===== config.mk =====
export PLATFORM = sky130hd
export DESIGN_NAME = ntoone_mux_rr_reg
export DESIGN_NICKNAME = d
export VERILOG_FILES = /design/src/rtl/ntoone_mux_pkg.sv /design/src/rtl/ntoone_rr_arbiter.sv /design/src/rtl/ntoone_mux_rr_reg.sv
export SDC_FILE = /design/constraint.sdc
export NUM_CORES = 1
export LEC_CHECK = 0
export CAP_MARGIN = 15
export CORE_UTILIZATION = 33
export DETAILED_ROUTE_END_ITERATION = 16
export GPL_ROUTABILITY_DRIVEN = 0
export GPL_TIMING_DRIVEN = 0
export PLACE_DENSITY_LB_ADDON = 0.08
export SYNTH_ARGS = -nofsm -noshare
export SYNTH_HDL_FRONTEND = slang
export SYNTH_SLANG_ARGS = --single-unit

===== constraint.sdc =====
create_clock -name clk -period 1.45 [get_ports clk]
set_clock_uncertainty 0.15 [all_clocks]
set_input_delay 0.145 -clock clk [delete_from_list [all_inputs] [get_ports clk]]
set_output_delay 0.145 -clock clk [all_outputs]
set_load 0.01 [all_outputs]

===== src/rtl/ntoone_mux_pkg.sv =====
// Shared constants and helpers for the N-to-1 registered mux and its arbiter.
package ntoone_mux_pkg;

  localparam int MODE_SEL = 0;
  localparam int MODE_RR  = 1;

  function automatic int sel_width(input int n);
    return (n > 1) ? $clog2(n) : 1;
  endfunction

endpackage


===== src/rtl/ntoone_rr_arbiter.sv =====
// Round-robin arbiter: grants the first requester at or after ptr, wrapping; owns ptr.
module ntoone_rr_arbiter
  import ntoone_mux_pkg::*;
#(
  parameter  int N     = 4,
  localparam int SEL_W = sel_width(N)
) (
  input  logic             clk,
  input  logic             rst,
  input  logic [N-1:0]     req,
  input  logic             advance,
  output logic [SEL_W-1:0] grant,
  output logic             grant_valid
);

  logic [SEL_W-1:0] ptr;
  int               idx;

  // Scan offsets from the far end back toward ptr so the closest requester wins.
  always_comb begin
    // NOTE: every output gets a default first so no path leaves it unassigned (no latch).
    grant       = '0;
    grant_valid = 1'b0;
    idx         = 0;
    for (int k = N - 1; k >= 0; k--) begin
      idx = (int'(ptr) + k) % N;
      if (req[idx]) begin
        grant       = SEL_W'(idx);
        grant_valid = 1'b1;
      end
    end
  end

  // NOTE: sequential state uses non-blocking assignments so every flop samples pre-edge values.
  always_ff @(posedge clk or posedge rst) begin
    if (rst) begin
      ptr <= '0;
    end else if (advance) begin
      ptr <= (int'(grant) == N - 1) ? '0 : grant + SEL_W'(1);
    end
  end

endmodule


===== src/rtl/ntoone_mux_rr_reg.sv =====
// N-to-1 W-bit mux with registered valid/ready output; MODE selects external S or round-robin.
// Optional out_parity port enabled by defining NTOONE_MUX_PARITY_EN.
module ntoone_mux_rr_reg
  import ntoone_mux_pkg::*;
#(
  parameter  int N     = 4,
  parameter  int W     = 8,
  parameter  int MODE  = MODE_SEL,
  localparam int SEL_W = sel_width(N)
) (
  input  logic             clk,
  input  logic             rst,
  input  logic [SEL_W-1:0] S,
  input  logic [N*W-1:0]   in_data,
  input  logic [N-1:0]     in_valid,
  output logic [N-1:0]     in_ready,
  output logic [W-1:0]     out_data,
  output logic [SEL_W-1:0] out_chan,
  output logic             out_valid,
  input  logic             out_ready
`ifdef NTOONE_MUX_PARITY_EN
  ,output logic            out_parity
`endif
);

  logic             load;
  logic             xfer;
  logic             grant_valid;
  logic [SEL_W-1:0] grant;
  logic [W-1:0]     sel_data;

  assign load = !out_valid || out_ready;

  generate
    if (MODE == MODE_RR) begin : g_rr
      logic unused_s;
      assign unused_s = ^S;

      ntoone_rr_arbiter #(.N(N)) u_arb (
        .clk         (clk),
        .rst         (rst),
        .req         (in_valid),
        .advance     (xfer),
        .grant       (grant),
        .grant_valid (grant_valid)
      );
    end else begin : g_sel
      // Matching against each legal index means an out-of-range S never grants.
      always_comb begin
        grant       = S;
        grant_valid = 1'b0;
        for (int i = 0; i < N; i++) begin
          if (S == SEL_W'(i) && in_valid[i]) grant_valid = 1'b1;
        end
      end
    end
  endgenerate

  always_comb begin
    in_ready = '0;
    if (!rst && load && grant_valid) in_ready[grant] = 1'b1;
  end

  assign xfer     = |(in_valid & in_ready);
  assign sel_data = in_data[int'(grant)*W +: W];

  always_ff @(posedge clk or posedge rst) begin
    if (rst) begin
      out_valid <= 1'b0;
      out_data  <= '0;
      out_chan  <= '0;
    end else if (load) begin
      if (xfer) begin
        out_valid <= 1'b1;
        out_data  <= sel_data;
        out_chan  <= grant;
      end else begin
        out_valid <= 1'b0;
      end
    end
  end

`ifdef NTOONE_MUX_PARITY_EN
  always_ff @(posedge clk or posedge rst) begin
    if (rst) begin
      out_parity <= 1'b0;
    end else if (load && xfer) begin
      out_parity <= ^sel_data;
    end
  end
`endif

endmodule

==> qor.yml <==
setup_path:
  criticalPathCategory: "register to output port"
  crit_path_max_fanout: 3
  crit_arrival_ns: 1.23
  slowest_stage: "dfrtp_1"
  worstPathRequired_ns: 1.15
  cp-end-kind: "output port"
  critPathLaunchType: "register"
  path_cells: "nor2b_4 > nor2_2 > and4b_1 > buf_2"
  max_stage_delay_ns: 0.42
place:
  place_area_um2: 1310
  port_buffers: 54
  dp_hpwl_mm: 1.609
floorplan:
  rows: 16
  core_um2: 2022
  die_h_um: 48.98
  die-area_um2: 2399
  die_w_um: 48.98
  ios: 56
  start_util: 0.3601
clock_tree:
  clk_path_buf_depth: 2
  cts_sinks: 11
  clk_latency_ns: 0.26
  clkTransAtPathRegs_ns: 0.07
  cts_root_buf: "clkbuf_4"
  cts_tree: "built"
  htreeDepth: 1
  cts_buffers: 3
worst_hold_path:
  hold_path.class: "input pin to register"
power_and_ir_drop:
  power_uw: 1170
  cellLeakagePower_uw: 0.0006672
  ir_drop_mv: 0.4559
  power.density_nw_per_um2: 809.8
grt:
  grt-ovfl-total: 0
  antenna_found_initial: 0
  grt_pass1_vias: 746
  grt_usage: 0.2160
  grt_max_degree: 12
  grt_pass1_wl_mm: 3.767
routing:
  wl_per_cell_um: 16.54
  wl_mm: 2.348
  drt-pass1-iter-count: 4
  via_count: 735
  antenna_left: 0
  first_iter_violations: 26
  drt_drc_violations_left: 0
  avgViaCountPerCell: 5.176
synthesis:
  synth_warnings: 0
  synth_cells: 50
  synth_edf_count: 0
  syn_nets: 91
  synth_cell_type_count: 20
  ys_async_sr_fraction: 1.000
  ys_seq_elements: 11
  yosysSeqAreaShare: 0.3780
  yosys_most_used_dff: "dfrtp_1"
  syn_avg_cell_area_um2: 14.56
  synth_area_um2: 728.2
timing:
  relSlewSlack: 0.6606
  period_share: 1.049
  setup_viol: 3
  max_freq_mhz: 657.6
  fin_ws_ns: -0.07079
  drv_slew: 0
  hold_viol: 0
  rsz0062_at_grt: "yes"
  whs_ns: 0.1489
  worst_slew_pin_slew_ns: 0.5091
  fin_crit_ns: 1.521
cells_and_area:
  fin_nets: 157
  area_growth_pct: 98.45
  stdcell_area_um2: 1445
  n_antenna_cell: 0
  drive_above_1_share: 0.3565
run_status:
  violations: "negative setup slack"
  status: "finished with violations"
job:
  maxCapViolCount: 0
==> flip-flops by register name, indices dropped and copies added, names as in the netlist <==
signal     cells
out_chan       2
out_valid      1
out_data       8
==> worst max-delay path: cells and delay by family (launching register included) <==
family | cells | cell delay [ns]
simple gates | 3 | 0.42
flops | 1 | 0.42
buf+inv | 1 | 0.13
==> final timing paths <==
check	end	from	slack, ns	depth (start not counted)
worst max-delay path	in_ready[1]	out_valid	-0.07	4
worst min-delay path	out_data[5]	S[1]	0.15	3
worst max register to register	out_data[6]	out_valid	0.05	4
worst min register to register	out_data[7]	out_data[7]	0.36	1
max in group asynchronous	out_data[6]	rst	0.45	4
min in group asynchronous	out_valid	rst	0.35	4
==> synth_stat cells, types with 2 or more instances <==
library cell / instances / area [um^2]
nor2_1: 2 / 7.510
dfrtp_1: 11 / 275.3
mux2_2: 10 / 112.6
mux4_2: 8 / 180.2
inv_1: 2 / 7.510
nand2_1: 2 / 7.510
buf_2: 2 / 10.01
==> final cells by class <==
type | count | area [um^2]
fill | 158 | 576.8
multi-input combinational | 35 | 499.2
buffer | 3 | 31.28
sequential | 11 | 275.3
inverter | 2 | 11.26
timing repair buffer | 60 | 568.0
clock buffer | 4 | 26.28
tap | 27 | 33.78
==> layout by cell type (no fill, tap or decap), types with 2 or more instances in the layout <==
cell / count
mux4_2: 8
buf_4: 4
clkdlybuf4s50_1: 32
dlymetal6s2s_1: 4
buf_6: 2
buf_2: 5
dfrtp_1: 11
mux2_4: 6
dlygate4sd2_1: 13
nand2_1: 2
clkbuf_4: 3
mux2_2: 4
nand3_4: 3
==> layer usage <==
metal	track usage	part of all wire	up-vias
li1	-	-	337
met1	0.2715	0.42	335
met2	0.3704	0.47	55
met3	0.05919	0.095	8
met4	0.04412	0.020	0
met5	0	0	-
==> metrics by stage <==
step / std cells / TNS, ns / setup slack, ns / utilization
finish: 142 / -0.1588 / -0.07079 / 0.7147
global route: 142 / -0.3566 / -0.1292 / 0.7147
CTS: 141 / -0.2250 / -0.1027 / 0.6986
detailed placement: 131 / -8.707 / -0.9198 / 0.6479
global placement: 131 / -8.655 / -0.8673 / 0.6479
floorplan: 50 / -0.5546 / -0.06547 / -
==> cells by family after synthesis <==
logic type | Yosys count | synth area share
buf+inv | 5 | 0.03952
compound gates | 3 | 0.02578
mux | 20 | 0.4519
flops | 11 | 0.3780
simple gates | 11 | 0.1048
==> repair_timing <==
action,4_1_cts,5_1_grt
cloned,2,0
hold buffers,1,0
pin swaps,6,3
hold endpoints to repair,11,0
endpoints found under the setup margin,20,26
setup buffers,3,1
resized for setup,47,8
==> report_power, final <==
part | switching (uW) | internal, uW | leakage, uW | total (uW)
Sequential | 44.5 | 386 | 0.000128 | 431
Clock | 94.7 | 106 | 0.0000150 | 201
Combinational | 191 | 347 | 0.000524 | 539
Power figures use the tool's default switching activity.
